### config.mk
export PLATFORM = sky130hd
export DESIGN_NAME = game_sequencer
export DESIGN_NICKNAME = d
export VERILOG_FILES = /design/src/rtl/game_sequencer.sv
export SDC_FILE = /design/constraint.sdc
export NUM_CORES = 1
export LEC_CHECK = 0
export ABC_CLOCK_PERIOD_IN_PS = 4300
export BUFFER_PORTS_ARGS = -buffer_cell sky130_fd_sc_hd__buf_2
export CAP_MARGIN = 10
export CORE_UTILIZATION = 44
export DETAILED_ROUTE_END_ITERATION = 16
export PLACE_DENSITY = 0.71
export SLEW_MARGIN = 0
export SYNTH_ARGS = -nofsm -noshare
export SYNTH_HDL_FRONTEND = slang
export SYNTH_SLANG_ARGS = --single-unit
### constraint.sdc
create_clock -name clock -period 4.3 [get_ports clock]
set_clock_uncertainty 0.2 [all_clocks]
set_input_delay 0.86 -clock clock [delete_from_list [all_inputs] [get_ports clock]]
set_output_delay 0.86 -clock clock [all_outputs]
set_load 0.02 [all_outputs]
### src/rtl/game_sequencer.sv
// Pong flow controller: game-tick divider, pause synchronizer and the INIT/SERVE/PLAY/PAUSE/WIN sequencer.
// Define PAUSE_DEBOUNCE_EN to debounce the synchronized pause button before edge detection.
module game_sequencer #(
  parameter int CLOCK_FREQ      = 50000000,
  parameter int TICK_RATE       = 50,
  parameter int SERVE_TICKS     = 50,
  parameter int WIN_CYCLES      = 350000000,
  parameter int DEBOUNCE_CYCLES = 500000
) (
  input  logic       clock,
  input  logic       resetApp,
  input  logic       pause,
  input  logic       p1_scored,
  input  logic       p2_scored,
  input  logic       p1_wins,
  input  logic       p2_wins,
  output logic       game_tick,
  output logic       game_reset,
  output logic       paused,
  output logic [2:0] state
);

  localparam int DIV     = CLOCK_FREQ / TICK_RATE;
  localparam int DIV_W   = (DIV > 1) ? $clog2(DIV) : 1;
  localparam int SERVE_W = $clog2(SERVE_TICKS + 1);
  localparam int WIN_W   = (WIN_CYCLES > 1) ? $clog2(WIN_CYCLES) : 1;

  localparam logic [DIV_W-1:0]   DIV_LAST   = DIV_W'(DIV - 1);
  localparam logic [SERVE_W-1:0] SERVE_LAST = SERVE_W'(SERVE_TICKS - 1);
  localparam logic [WIN_W-1:0]   WIN_LAST   = WIN_W'(WIN_CYCLES - 1);

  if (DIV < 2) begin : g_bad_div
    $error("game_sequencer: CLOCK_FREQ/TICK_RATE must be at least 2");
  end
  if (SERVE_TICKS < 1 || WIN_CYCLES < 1 || DEBOUNCE_CYCLES < 1) begin : g_bad_count
    $error("game_sequencer: SERVE_TICKS, WIN_CYCLES and DEBOUNCE_CYCLES must be at least 1");
  end

  typedef enum logic [2:0] {
    ST_INIT  = 3'd0,
    ST_SERVE = 3'd1,
    ST_PLAY  = 3'd2,
    ST_PAUSE = 3'd3,
    ST_WIN   = 3'd4
  } state_t;

  state_t               r_state;
  state_t               r_saved;
  logic                 r_game_tick;
  logic                 r_game_reset;
  logic                 r_paused;
  logic [DIV_W-1:0]     r_div_cnt;
  logic [SERVE_W-1:0]   r_serve_cnt;
  logic [WIN_W-1:0]     r_win_cnt;
  logic                 r_pause_meta;
  logic                 r_pause_sync;
  logic                 r_score_any;
  logic                 r_score_evt;

  logic                 w_base_tick;
  logic                 w_pause_press;
  logic                 w_score_any;
  logic                 w_wins;

  assign w_base_tick = (r_div_cnt == DIV_LAST);
  assign w_score_any = p1_scored | p2_scored;
  assign w_wins      = p1_wins | p2_wins;

  // NOTE: two back-to-back flops with no logic between them; the second is the first one safe to use.
  always_ff @(posedge clock or posedge resetApp) begin
    if (resetApp) begin
      r_pause_meta <= 1'b0;
      r_pause_sync <= 1'b0;
    end else begin
      r_pause_meta <= pause;
      r_pause_sync <= r_pause_meta;
    end
  end

`ifdef PAUSE_DEBOUNCE_EN
  localparam int DB_W = $clog2(DEBOUNCE_CYCLES + 1);
  localparam logic [DB_W-1:0] DB_LAST = DB_W'(DEBOUNCE_CYCLES - 1);

  logic [DB_W-1:0] r_db_cnt;
  logic            r_pause_level;
  logic            r_pause_level_d;

  // The level follows the raw input only after DEBOUNCE_CYCLES consecutive disagreeing cycles.
  always_ff @(posedge clock or posedge resetApp) begin
    if (resetApp) begin
      r_db_cnt        <= '0;
      r_pause_level   <= 1'b0;
      r_pause_level_d <= 1'b0;
    end else begin
      r_pause_level_d <= r_pause_level;
      if (r_pause_sync == r_pause_level) begin
        r_db_cnt <= '0;
      end else if (r_db_cnt == DB_LAST) begin
        r_pause_level <= r_pause_sync;
        r_db_cnt      <= '0;
      end else begin
        r_db_cnt <= r_db_cnt + 1'b1;
      end
    end
  end

  assign w_pause_press = r_pause_level & ~r_pause_level_d;
`else
  logic r_pause_sync_d;

  always_ff @(posedge clock or posedge resetApp) begin
    if (resetApp) begin
      r_pause_sync_d <= 1'b0;
    end else begin
      r_pause_sync_d <= r_pause_sync;
    end
  end

  assign w_pause_press = r_pause_sync & ~r_pause_sync_d;
`endif

  always_ff @(posedge clock or posedge resetApp) begin
    if (resetApp) begin
      r_score_any <= 1'b0;
      r_score_evt <= 1'b0;
    end else begin
      r_score_any <= w_score_any;
      r_score_evt <= w_score_any & ~r_score_any;
    end
  end

  // Free-running outside INIT so a pause never shifts the tick phase.
  always_ff @(posedge clock or posedge resetApp) begin
    if (resetApp) begin
      r_div_cnt <= '0;
    end else if (r_state == ST_INIT || w_base_tick) begin
      r_div_cnt <= '0;
    end else begin
      r_div_cnt <= r_div_cnt + 1'b1;
    end
  end

  always_ff @(posedge clock or posedge resetApp) begin
    if (resetApp) begin
      r_state      <= ST_INIT;
      r_saved      <= ST_SERVE;
      r_game_tick  <= 1'b0;
      r_game_reset <= 1'b0;
      r_paused     <= 1'b0;
      r_serve_cnt  <= '0;
      r_win_cnt    <= '0;
    end else begin
      r_game_tick  <= w_base_tick && (r_state == ST_PLAY);
      r_game_reset <= 1'b0;
      r_paused     <= 1'b0;
      case (r_state)
        // INIT holds until its game_reset pulse has been issued, then serves.
        ST_INIT: begin
          r_serve_cnt <= '0;
          r_win_cnt   <= '0;
          if (r_game_reset) begin
            r_state <= ST_SERVE;
          end else begin
            r_game_reset <= 1'b1;
          end
        end
        ST_SERVE: begin
          if (w_wins) begin
            r_state <= ST_WIN;
          end else if (w_pause_press) begin
            r_state  <= ST_PAUSE;
            r_saved  <= ST_SERVE;
            r_paused <= 1'b1;
          end else if (w_base_tick) begin
            if (r_serve_cnt == SERVE_LAST) begin
              r_state     <= ST_PLAY;
              r_serve_cnt <= '0;
            end else begin
              r_serve_cnt <= r_serve_cnt + 1'b1;
            end
          end
        end
        ST_PLAY: begin
          if (w_wins) begin
            r_state <= ST_WIN;
          end else if (r_score_evt) begin
            r_state     <= ST_SERVE;
            r_serve_cnt <= '0;
          end else if (w_pause_press) begin
            r_state  <= ST_PAUSE;
            r_saved  <= ST_PLAY;
            r_paused <= 1'b1;
          end
        end
        ST_PAUSE: begin
          if (w_wins) begin
            r_state <= ST_WIN;
          end else if (w_pause_press) begin
            r_state <= r_saved;
          end else begin
            r_paused <= 1'b1;
          end
        end
        ST_WIN: begin
          if (r_win_cnt == WIN_LAST) begin
            r_state      <= ST_INIT;
            r_game_reset <= 1'b1;
          end else begin
            r_win_cnt <= r_win_cnt + 1'b1;
          end
        end
        default: begin
          r_state      <= ST_INIT;
          r_game_reset <= 1'b1;
        end
      endcase
    end
  end

  assign game_tick  = r_game_tick;
  assign game_reset = r_game_reset;
  assign paused     = r_paused;
  assign state      = r_state;

endmodule
# [After elaboration in Yosys (flattened, before gate mapping)]
# Index checks and enable logic that the tools add are counted.
# Widths: inputs -> output; s select.
[classes] n_addsub=3 n_eq_ne=22 mux=38 bitwise=6 reduce_logical=11
[ops] operator="$pmux 29 s2" count=1
[ops] operator="$mux 3" count=16
[ops] operator="$mux 6" count=6
[ops] operator="$add 29x1->29 const B" count=1
[ops] operator="$eq 29x29->1 const B" count=1
[ops] operator="$mux 29" count=1
[ops] operator="$ne 2x2->1 const B" count=11
[ops] operator="$add 20x1->20 const B" count=1
[ops] operator="$eq 20x20->1 const B" count=1
[ops] operator="$mux 20" count=1
[ops] operator="$pmux 6 s3" count=1
[ops] operator="$reduce_and 6->1" count=3
[ops] operator="$pmux 3 s5" count=1
[ops] operator="$ne 4x4->1 const B" count=3
[ops] operator="$mux 1" count=8
[ops] operator="$add 6x1->6 const B" count=1
[ops] operator="$eq 3x2->1 const B" count=2
[ops] operator="$eq 6x6->1 const B" count=1
[ops] operator="$pmux 1 s3" count=2
[ops] operator="$pmux 3 s2" count=1
[ops] operator="$reduce_bool 2->1" count=2
[ops] operator="$eq 3x1->1 const B" count=1
[ops] operator="$eq 3x3->1 const B" count=1
[ops] operator="$logic_not 3->1" count=1
[ops] operator="9 further kinds" count=12
[word_totals] regBits=69 output_inout_bits=6 wordCells=93

# [Longest topological paths before layout]
# Gate-level depths: netlist (run 1).
[depth] depth_word=6 mapped_depth=7

# [Worst setup path after synthesis (run 1)]
# OpenSTA, ideal clock, no wires.
[synth_path] path_kind="register to register" startpoint="reg r_div_cnt[12]" endpoint="reg r_serve_cnt[1]" setup_time_ns=0.082 arrival_ns=1.881 setup_slack_ns=2.136 stages_incl_launch_ff=6 period_less_slack_ns=2.164 cell_sequence="dfrtp_1 > or4b_4 > nor4_4 > nand2_2 > or3_4 > o22ai_1"
[synth_between] elab_chain_len=3
[synth_rtl] element="start: declaration" line="52" rtl="logic [DIV_W-1:0] r_div_cnt;"
[synth_rtl] element="start signal: assignment" line="139" rtl="r_div_cnt <= r_div_cnt + 1'b1;"
[synth_rtl] element="$eq 20x20->1" line="65" rtl="assign w_base_tick = (r_div_cnt == DIV_LAST);"
[synth_rtl] element="$ne 2x2->1 (no line)"
[synth_rtl] element="$reduce_and 6->1 (no line)"
[synth_rtl] element="end signal: assignment" line="179" rtl="r_serve_cnt <= r_serve_cnt + 1'b1;"
[synth_rtl] element="end: declaration" line="53" rtl="logic [SERVE_W-1:0] r_serve_cnt;"
# No other way between the ends.
# A chain may end at the register's enable or synchronous reset.

# [Worst setup path in the final report (run 1)]
[layout_path] startpoint="reg r_state[2] (netlist: state[2])" endpoint="reg r_win_cnt[14]"
[layout_between] elab_chain_len=3
[layout_rtl] element="start: declaration" line="47" rtl="state_t r_state;"
[layout_rtl] element="start signal: assignment" line="199" rtl="r_state <= r_saved;"
[layout_rtl] element="$eq 3x3->1 / $logic_not 3->1 (equally long branches)" line="156" rtl="case (r_state)"
[layout_rtl] element="$ne 2x2->1 (no line) / $reduce_bool 2->1 (equally long branches)"
[layout_rtl] element="$reduce_and 2->1 (no line)"
[layout_rtl] element="end signal: assignment" line="209" rtl="r_win_cnt <= r_win_cnt + 1'b1;"
[layout_rtl] element="end: declaration" line="54" rtl="logic [WIN_W-1:0] r_win_cnt;"
# Parallel ways exist; a longest one is shown, timed or not.

==> results of run 1 <==
[final timing paths]
| kind | from | end | slack [ns] | cells after the start |
|---|---|---|---|---|
| min in group asynchronous | resetApp | r_win_cnt[27] | 0.51 | 2 |
| max in group asynchronous | resetApp | r_win_cnt[10] | 2.53 | 3 |
| worst max register to register | state[2] | r_win_cnt[14] | 1.66 | 5 |
| worst min register to register | r_pause_meta | r_pause_sync | 0.14 | 0 |
| worst max-delay path | state[2] | r_win_cnt[14] | 1.66 | 5 |
| worst min-delay path | r_pause_meta | r_pause_sync | 0.14 | 0 |
[stage by stage]
| step | cell area (um^2) | power [W] | utilization, % | setup slack [ns] | std cells |
|---|---|---|---|---|---|
| 6_report | 3940 | 0.00110 | 50.2 | 1.66 | 504 |
| 5_1_grt | 3940 | 0.00114 | 50.2 | 1.46 | 504 |
| 4_1_cts | 3940 | 0.00111 | 50.2 | 1.68 | 504 |
| 3_5_place_dp | 3790 | 0.000677 | 48.3 | 1.69 | 489 |
| 3_3_place_gp | 3790 | 0.000676 | 48.3 | 1.81 | 489 |
| 2_1_floorplan | 3640 | 0.000668 | - | 1.53 | 386 |
[worst reg2reg max path, stage by stage (launching register included)]
cell and delay [ns]:
sky130_fd_sc_hd__dfrtp_1 0.82, sky130_fd_sc_hd__or3b_2 0.54, sky130_fd_sc_hd__nor4_1 0.51, sky130_fd_sc_hd__nand3_1 0.18, sky130_fd_sc_hd__xor2_1 0.18, sky130_fd_sc_hd__nor2_1 0.05
[state kept, by name, summed over array words and instances (netlist names)]
| name | flops |
|---|---|
| paused | 1 |
| r_pause_sync | 1 |
| r_win_cnt | 29 |
| r_pause_meta | 1 |
| state | 3 |
| r_saved | 2 |
| r_div_cnt | 20 |
| game_tick | 1 |
| game_reset | 1 |
| r_serve_cnt | 6 |
| r_score_any | 1 |
| r_pause_sync_d | 1 |
| r_score_evt | 1 |
[layout make-up]
cell class,count,area (um^2)
clock buffer,12,135
clock inverter,3,15.0
fill,727,3910
inverter,10,37.5
multi-input combinational,296,1850
sequential,68,1700
tap,102,128
timing repair buffer,13,67.6
[layer usage]
metal	part of all wire, %	wire length [um]
met5	0	0
met4	1.5	111
met1	48	3480
met3	4.1	292
met2	46	3310
[placed cells by master, fill, tap and decap left out, types with 11 or more instances in the layout]
| master | n |
|---|---|
| sky130_fd_sc_hd__dfrtp_1 | 67 |
| sky130_fd_sc_hd__nor2_1 | 45 |
| sky130_fd_sc_hd__nand2_1 | 32 |
| sky130_fd_sc_hd__nand3_1 | 24 |
| sky130_fd_sc_hd__xnor2_1 | 19 |
| sky130_fd_sc_hd__o21ai_0 | 16 |
| sky130_fd_sc_hd__nor3_1 | 14 |
| sky130_fd_sc_hd__buf_2 | 12 |
| sky130_fd_sc_hd__a21oi_1 | 11 |
[report_power, final]
| group | internal, W | total [W] | switching (W) |
|---|---|---|---|
| registers | 0.000642 | 0.000643 | 0.00000111 |
| logic | 0.00000431 | 0.0000207 | 0.0000164 |
| clock network | 0.000204 | 0.000433 | 0.000229 |
| total | 0.000850 | 0.00110 | 0.000247 |
[cells by family (layout without fill, tap and decap cells)]
| logic type | Yosys count | in the layout | share of synthesized area (%) |
|---|---|---|---|
| AND/OR/NAND/NOR | 192 | 192 | 28.9 |
| adder cells (fa/ha/maj) | 4 | 4 | 1.37 |
| flip-flops | 68 | 68 | 46.8 |
| multiplexers | 9 | 9 | 2.47 |
| AO/OA/AOI/OAI | 62 | 62 | 11.2 |
| XOR/XNOR | 29 | 29 | 6.97 |
| buffers and inverters | 22 | 38 | 2.37 |
==> qor.txt, run 1 <==
CTS
-------------------------------------------------------------------------------------
Clk Latency, worst-skew pair ...........................................      0.34 ns
Number of buffers created by CTS .......................................            9
Cells resized by post-CTS repair .......................................            0
Clock-pin slew of the registers on the worst-case setup and hold paths .      0.07 ns
Maximum buffer depth of the clock tree .................................            2
Number of buffers added for setup after CTS ............................            0
CTS hold repair buffers ................................................            0
CTS Root Buffer Type ................................................... sky130_fd_sc_hd__clkbuf_8
Maximum level of the CTS H-tree ........................................            3
CTS tree ...............................................................          yes
Clock tree sinks .......................................................           68

CRITICAL PATH
-------------------------------------------------------------------------------------
Worst path arrival time ................................................      2.62 ns
Family of cells with the greatest summed delay on the critical path .... simple AND/OR/NAND/NOR gates
WP data required .......................................................      4.28 ns
List of cells traversed by the critical path ........................... or3b_2, nor4_1, nand3_1, xor2_1, nor2_1
WP buf/inv .............................................................            0
Worst setup path class ................................................. flip-flop to flip-flop
Largest stage delay on the critical path ...............................      0.82 ns
Critical Path Sink Type ................................................    flip-flop
Max Fanout on Critical Path ............................................           24
Setup crit start kind ..................................................    flip-flop
Master of the slowest instance on the critical path .................... sky130_fd_sc_hd__dfrtp_1

TIMING
-------------------------------------------------------------------------------------
Final hold viol count ..................................................            0
Final period utilization ...............................................        61.3%
Fin Setup TNS ..........................................................         0 ns
Clock period minus worst slack .........................................      2.64 ns
Max-slew violations ....................................................            0
Unrepaired setup endpoints after global routing ........................        false
Normalized max-slew margin .............................................        30.2%
Worst-Margin Slew ......................................................      1.04 ns
Post-Route Hold Slack ..................................................     0.142 ns
Setup-failing EPs final ................................................            0
Top achievable clock speed .............................................    0.379 GHz

SYNTHESIS
-------------------------------------------------------------------------------------
EDFF count, synth ......................................................            0
Top cells by area, synth ............................................... sky130_fd_sc_hd__dfrtp_1 46%, sky130_fd_sc_hd__nor2_1 4.6%, sky130_fd_sc_hd__xnor2_1 4.6%
Sequential-to-total area share from yosys stat .........................        46.8%
Library cell with the highest instance count after synthesis ........... sky130_fd_sc_hd__dfrtp_1
Number of synthesized register bits ....................................           68
Prevailing post-synth register cell .................................... sky130_fd_sc_hd__dfrtp_1
Nets in the synthesized netlist ........................................          397
Top cells by instance count after synthesis ............................ 67 x sky130_fd_sc_hd__dfrtp_1, 45 x sky130_fd_sc_hd__nor2_1, 32 x sky130_fd_sc_hd__nand2_1
Yosys warning count ....................................................            0
Cells after synthesis ..................................................          386
Post-synth top area cell ............................................... sky130_fd_sc_hd__dfrtp_1
Netlist area before placement .......................................... 0.00364 mm^2
Count of distinct cell types in the synthesized netlist ................           57
Share of flip-flops with an asynchronous set or reset after synthesis ..         100%
Proportion of netlist area held by the largest area contributor ........        46.0%
Mean instance size in the synthesized netlist ..........................    9.44 um^2

PLACEMENT
-------------------------------------------------------------------------------------
Half-perimeter wire length after placement .............................      4980 um
Input/output buffers ...................................................           12
RD Place Congestion ....................................................        0.859

GLOBAL ROUTE
-------------------------------------------------------------------------------------
Met3 track demand over resource in global routing ......................        2.68%
GRT met1 Usage .........................................................        25.4%
Pin count of the biggest net entering global routing ...................           44
Initial antenna violation count ........................................            0
All-layer global routing usage .........................................        18.4%
Global-route track usage on met2 .......................................        28.2%
Global-route wire length before repair .................................     12700 um
Overflow left after global routing .....................................            0
Busiest metal layer after global routing ...............................         met2
Vias in the first global route .........................................         2747

ROUTE
-------------------------------------------------------------------------------------
First DRT Iteration DRCs ...............................................          124
Wire length per cell after detailed routing ............................      14.3 um
Post-detailed-routing wire length ......................................      7190 um
Via count of the routed design .........................................         2886
Detailed Routing Iterations Pass 1 .....................................            5
Antenna viol nets, final ...............................................            0
Via-per-instance ratio .................................................         5.73
Remaining routing DRC violations .......................................            0

POWER
-------------------------------------------------------------------------------------
P_leak .................................................................      1.76 nW
Max VDD drop ...........................................................   0.000128 V
Areal power density over the cells .....................................  278 mW/mm^2

FLOORPLAN
-------------------------------------------------------------------------------------
Initial core utilization ...............................................        46.4%
Std cell rows ..........................................................           32
Total core area ........................................................ 0.00785 mm^2
Die outline width ......................................................      93.0 um
Area enclosed by the die boundary ...................................... 0.00865 mm^2
Total I/O pin count ....................................................           13
DIE HEIGHT .............................................................      93.0 um

LAYOUT
-------------------------------------------------------------------------------------
Antenna cell count .....................................................            0
Area delta synth->final ................................................        8.14%
Share of cells above drive strength 1 ..................................        10.4%
# nets final ...........................................................          409

MIN PATH
-------------------------------------------------------------------------------------
Class of the worst hold path ........................................... flip-flop to flip-flop

STATUS
-------------------------------------------------------------------------------------
Status ................................................................. complete, no violations

RUN
-------------------------------------------------------------------------------------
Max-cap viol count .....................................................            0

Power figures use the tool's default switching activity.
==> run 2: changes to the inputs <==
--- a/config.mk
+++ b/config.mk
@@ -5,12 +5,13 @@
 export SDC_FILE = /design/constraint.sdc
 export NUM_CORES = 1
 export LEC_CHECK = 0
-export ABC_CLOCK_PERIOD_IN_PS = 4300
+export ABC_AREA = 1
+export ABC_CLOCK_PERIOD_IN_PS = 2300
 export BUFFER_PORTS_ARGS = -buffer_cell sky130_fd_sc_hd__buf_2
 export CAP_MARGIN = 10
 export CORE_UTILIZATION = 44
 export DETAILED_ROUTE_END_ITERATION = 16
-export PLACE_DENSITY = 0.71
+export PLACE_DENSITY = 0.73
 export SLEW_MARGIN = 0
 export SYNTH_ARGS = -nofsm -noshare
 export SYNTH_HDL_FRONTEND = slang
==> constraint.sdc (replaced) <==
create_clock -name clock -period 2.3 [get_ports clock]
set_clock_uncertainty 0.2 [all_clocks]
set_input_delay 0.46 -clock clock [delete_from_list [all_inputs] [get_ports clock]]
set_output_delay 0.46 -clock clock [all_outputs]
set_load 0.02 [all_outputs]
==> run 2 against run 1 <==
Compared with the run above: sequential cell count unchanged; total power is 120% higher; worst hold slack got worse by 0.035 ns; sequential share of layout area fell by 5.7 points; non-clock buffer count grew 5; setup slack got worse by 1.4 ns; critical path depth rose by 6; area after synthesis increased by 12%; core utilization is 1.1 points higher; clock-buffer cell count is 2 lower; maximum frequency is 32% higher; register-to-register slack got worse by 1.4 ns; largest cell class unchanged.
==> qor.txt, run 2 <==
TIMING
-----------------------------------------------------------------------------------------------------
Post-Route Hold Slack ..................................................................     0.107 ns   was 0.142 ns
Unrepaired setup endpoints after global routing ........................................        false   unchanged
Setup-failing EPs final ................................................................            0   unchanged
Worst-Margin Slew ......................................................................     0.558 ns   was 1.04 ns
Clock period minus worst slack .........................................................      1.99 ns   was 2.64 ns
Top achievable clock speed .............................................................    0.502 GHz   was 0.379 GHz
Final period utilization ...............................................................        86.6%   was 61.3%
Fin Setup TNS ..........................................................................         0 ns   unchanged
Max-slew violations ....................................................................            0   unchanged
Final worst-path setup slack ...........................................................     0.309 ns   was 1.66 ns
Normalized max-slew margin .............................................................        62.7%   was 30.2%
Final hold viol count ..................................................................            0   unchanged

LAYOUT
-----------------------------------------------------------------------------------------------------
Antenna cell count .....................................................................            0   unchanged
Leading cell type in the layout, fill and taps excluded ................................ sky130_fd_sc_hd__nand2_1   was sky130_fd_sc_hd__dfrtp_1
Max reg flops ..........................................................................           29   unchanged
Most used cells in the layout excluding fill and tap cells ............................. 152 x sky130_fd_sc_hd__nand2_1, 102 x sky130_fd_sc_hd__nor2_1, 69 x sky130_fd_sc_hd__inv_1   was 67 x sky130_fd_sc_hd__dfrtp_1, 45 x sky130_fd_sc_hd__nor2_1, 32 x sky130_fd_sc_hd__nand2_1
Area delta synth->final ................................................................        11.4%   was 8.14%
Non-filler cells, final ................................................................          703   was 504
Top flop regs .......................................................................... r_win_cnt (29), r_div_cnt (20), r_serve_cnt (6)   unchanged
Share of cells above drive strength 1 ..................................................        9.41%   was 10.4%
# nets final ...........................................................................          601   was 409
Register bank with the most flops ......................................................    r_win_cnt   unchanged
Post-route design area ................................................................. 0.00454 mm^2   was 0.00394 mm^2

PLACEMENT
-----------------------------------------------------------------------------------------------------
Cell Count Post-Placement ..............................................................          685   was 489
RD Place Congestion ....................................................................        0.905   was 0.859
Worst slack at placement ...............................................................     0.295 ns   was 1.69 ns
Placement Cell Area .................................................................... 0.00427 mm^2   was 0.00379 mm^2
Half-perimeter wire length after placement .............................................      7000 um   was 4980 um
Input/output buffers ...................................................................           12   unchanged

CTS
-----------------------------------------------------------------------------------------------------
Number of buffers added for setup after CTS ............................................            0   unchanged
Clock tree sinks .......................................................................           68   unchanged
Maximum buffer depth of the clock tree .................................................            2   unchanged
Maximum level of the CTS H-tree ........................................................            3   unchanged
Clock-pin slew of the registers on the worst-case setup and hold paths .................      0.08 ns   was 0.07 ns
CTS tree ...............................................................................          yes   unchanged
Clk Latency, worst-skew pair ...........................................................      0.35 ns   was 0.34 ns
CTS Root Buffer Type ................................................................... sky130_fd_sc_hd__clkbuf_8   unchanged
Number of buffers created by CTS .......................................................            9   unchanged

FLOORPLAN
-----------------------------------------------------------------------------------------------------
Total core area ........................................................................ 0.00885 mm^2   was 0.00785 mm^2
Initial core utilization ...............................................................        46.1%   was 46.4%
Total I/O pin count ....................................................................           13   unchanged
Std cell rows ..........................................................................           34   was 32
Die outline width ......................................................................      98.2 um   was 93.0 um
DIE HEIGHT .............................................................................      98.2 um   was 93.0 um
Area enclosed by the die boundary ...................................................... 0.00965 mm^2   was 0.00865 mm^2

CRITICAL PATH
-----------------------------------------------------------------------------------------------------
Worst setup path class ................................................................. flip-flop to flip-flop   unchanged
WP data required .......................................................................      2.36 ns   was 4.28 ns
Count of cells along the worst register-to-register path ...............................           11   was 5
List of cells traversed by the critical path ........................................... ha_1, nand2_2, nor2_4, nand2_2, nor2_4, nand2_4, nand2_8, nand2_8, clkinv_4, nand2_1, o21ai_0   was or3b_2, nor4_1, nand3_1, xor2_1, nor2_1
Worst setup slack for register-to-register paths .......................................      0.31 ns   was 1.66 ns
Capturing point of the worst reg2reg path .............................................. r_win_cnt[8]   was r_win_cnt[14]
Largest stage delay on the critical path ...............................................      0.44 ns   was 0.82 ns
Worst r2r src .......................................................................... r_win_cnt[0]   was state[2]
Critical Path Sink Type ................................................................    flip-flop   unchanged
Worst path arrival time ................................................................      2.05 ns   was 2.62 ns
Max Fanout on Critical Path ............................................................           19   was 24
Master of the slowest instance on the critical path .................................... sky130_fd_sc_hd__dfrtp_1   unchanged
Setup crit start kind ..................................................................    flip-flop   unchanged

MIN PATH
-----------------------------------------------------------------------------------------------------
Launch point of the worst hold path ....................................................    p2_scored   was r_pause_meta
Class of the worst hold path ........................................................... primary input to flip-flop   was flip-flop to flip-flop
Worst hold endpoint ....................................................................  r_score_any   was r_pause_sync
Hold depth .............................................................................            3   was 0

ROUTE
-----------------------------------------------------------------------------------------------------
Wire length per cell after detailed routing ............................................      13.3 um   was 14.3 um
Antenna viol nets, final ...............................................................            0   unchanged
Remaining routing DRC violations .......................................................            0   unchanged
Post-detailed-routing wire length ......................................................      9390 um   was 7190 um
Detailed Routing Iterations Pass 1 .....................................................            5   unchanged
First DRT Iteration DRCs ...............................................................          196   was 124
Via-per-instance ratio .................................................................         5.30   was 5.73
Via count of the routed design .........................................................         3726   was 2886

SYNTHESIS
-----------------------------------------------------------------------------------------------------
Count of distinct cell types in the synthesized netlist ................................           40   was 57
Top cells by instance count after synthesis ............................................ 152 x sky130_fd_sc_hd__nand2_1, 102 x sky130_fd_sc_hd__nor2_1, 70 x sky130_fd_sc_hd__inv_1   was 67 x sky130_fd_sc_hd__dfrtp_1, 45 x sky130_fd_sc_hd__nor2_1, 32 x sky130_fd_sc_hd__nand2_1
Number of synthesized register bits ....................................................           68   unchanged
Share of flip-flops with an asynchronous set or reset after synthesis ..................         100%   unchanged
EDFF count, synth ......................................................................            0   unchanged
Multiplexer share of the synthesized area ..............................................           0%   was 2.47%
Post-synth top area cell ............................................................... sky130_fd_sc_hd__dfrtp_1   unchanged
Nets in the synthesized netlist ........................................................          578   was 397
Mean instance size in the synthesized netlist ..........................................    7.19 um^2   was 9.44 um^2
Post-synthesis share of cell area spent on full adders, half adders and majority gates .        1.23%   was 1.37%
Top cells by area, synth ............................................................... sky130_fd_sc_hd__dfrtp_1 41%, sky130_fd_sc_hd__nand2_1 14%, sky130_fd_sc_hd__nor2_1 9.4%   was sky130_fd_sc_hd__dfrtp_1 46%, sky130_fd_sc_hd__nor2_1 4.6%, sky130_fd_sc_hd__xnor2_1 4.6%
Prevailing post-synth register cell .................................................... sky130_fd_sc_hd__dfrtp_1   unchanged
Library cell with the highest instance count after synthesis ........................... sky130_fd_sc_hd__nand2_1   was sky130_fd_sc_hd__dfrtp_1
Main combinational cell family by area after synthesis ................................. simple AND/OR/NAND/NOR gates   unchanged
Yosys warning count ....................................................................            0   unchanged
Sequential-to-total area share from yosys stat .........................................        41.8%   was 46.8%
Simple logic cell fraction of the synthesized area .....................................        37.9%   was 28.9%
Cells after synthesis ..................................................................          567   was 386
Netlist area before placement .......................................................... 0.00408 mm^2   was 0.00364 mm^2
Post-Synth XOR/XNOR Area ...............................................................        4.08%   was 6.97%
Share of the synthesized area in compound gates (AO/OA/AOI/OAI) ........................        7.15%   was 11.2%
Proportion of netlist area held by the largest area contributor ........................        41.1%   was 46.0%

GLOBAL ROUTE
-----------------------------------------------------------------------------------------------------
GRT met1 Usage .........................................................................        26.6%   was 25.4%
Busiest metal layer after global routing ...............................................         met2   unchanged
Global-route track usage on met2 .......................................................        34.1%   was 28.2%
All-layer global routing usage .........................................................        21.1%   was 18.4%
Pin count of the biggest net entering global routing ...................................           46   was 44
Vias in the first global route .........................................................         3578   was 2747
Initial antenna violation count ........................................................            0   unchanged
Global-route wire length before repair .................................................     16200 um   was 12700 um
Met3 track demand over resource in global routing ......................................        5.44%   was 2.68%
Overflow left after global routing .....................................................            0   unchanged

STATUS
-----------------------------------------------------------------------------------------------------
Status ................................................................................. complete, no violations   unchanged

POWER
-----------------------------------------------------------------------------------------------------
Areal power density over the cells .....................................................  539 mW/mm^2   was 278 mW/mm^2
Max VDD drop ...........................................................................   0.000266 V   was 0.000128 V
P_leak .................................................................................      2.06 nW   was 1.76 nW

RUN
-----------------------------------------------------------------------------------------------------
Max-cap viol count .....................................................................            0   unchanged

run 2: area by class of cell:
| class | instances | area, um^2 |
|---|---|---|
| Inverter | 72 | 279 |
| Timing Repair Buffer | 18 | 123 |
| Fill cell | 847 | 4310 |
| Clock buffer | 10 | 128 |
| Multi-Input combinational cell | 421 | 2060 |
| Sequential cell | 68 | 1700 |
| Tap cell | 108 | 135 |
| Clock inverter | 6 | 113 |
run 2: cell families after synthesis:
group           Yosys count
compound gates           51
xor+xnor                 19
fa+ha+maj                 4
buf+inv                  78
flops                    68
simple gates            347
run 2: worst max path at each step:
stage               depth (start not counted)       endpoint          from  slack (ns)
global placement                            8  r_div_cnt[16]  r_div_cnt[0]        0.36
detailed placement                          9  r_div_cnt[16]  r_div_cnt[0]        0.29
global route                               11  r_win_cnt[23]  r_win_cnt[0]        0.17
CTS                                         9  r_div_cnt[16]  r_div_cnt[0]        0.30
floorplan                                  11  r_win_cnt[15]  r_win_cnt[0]        0.50
finish                                     11   r_win_cnt[8]  r_win_cnt[0]        0.31
run 2: through the flow:
stage | util [%] | total power [W]
floorplan | - | 0.00125
global placement | 48.3 | 0.00126
detailed placement | 48.3 | 0.00127
CTS | 51.2 | 0.00247
global route | 51.3 | 0.00252
finish | 51.3 | 0.00245
run 2: report_power, final:
| part | leakage [nW] | total [W] | internal [W] | switching [W] |
|---|---|---|---|---|
| sequential | 0.901 | 0.00120 | 0.00120 | 0.00000151 |
| combinational | 1.03 | 0.0000412 | 0.0000112 | 0.0000300 |
| clock | 0.120 | 0.00120 | 0.000723 | 0.000481 |
run 2: critical path, delay by kind of cell (launching register included):
family	cells	cell delay, ns
and+or+nand+nor	8	0.80
AOI/OAI and AO/OA	1	0.08
DFF	1	0.44
adders and majority gates	1	0.24
buffers and inverters	1	0.15
run 2: timing repair:
| item | in CTS | in global routing |
|---|---|---|
| setup endpoints to repair | 0 | 1 |
| gates resized for setup | 0 | 1 |
| hold endpoints to repair | 23 | 0 |
| hold buffers | 2 | 0 |
run 2: layer usage:
metal / routed length (um) / vias to the layer above / part of all wire, %
met5: 0 / - / 0
met1: 4270 / 1764 / 45
met3: 397 / 25 / 4.2
li1: - / 1858 / -
met4: 269 / 0 / 2.9
met2: 4450 / 79 / 47
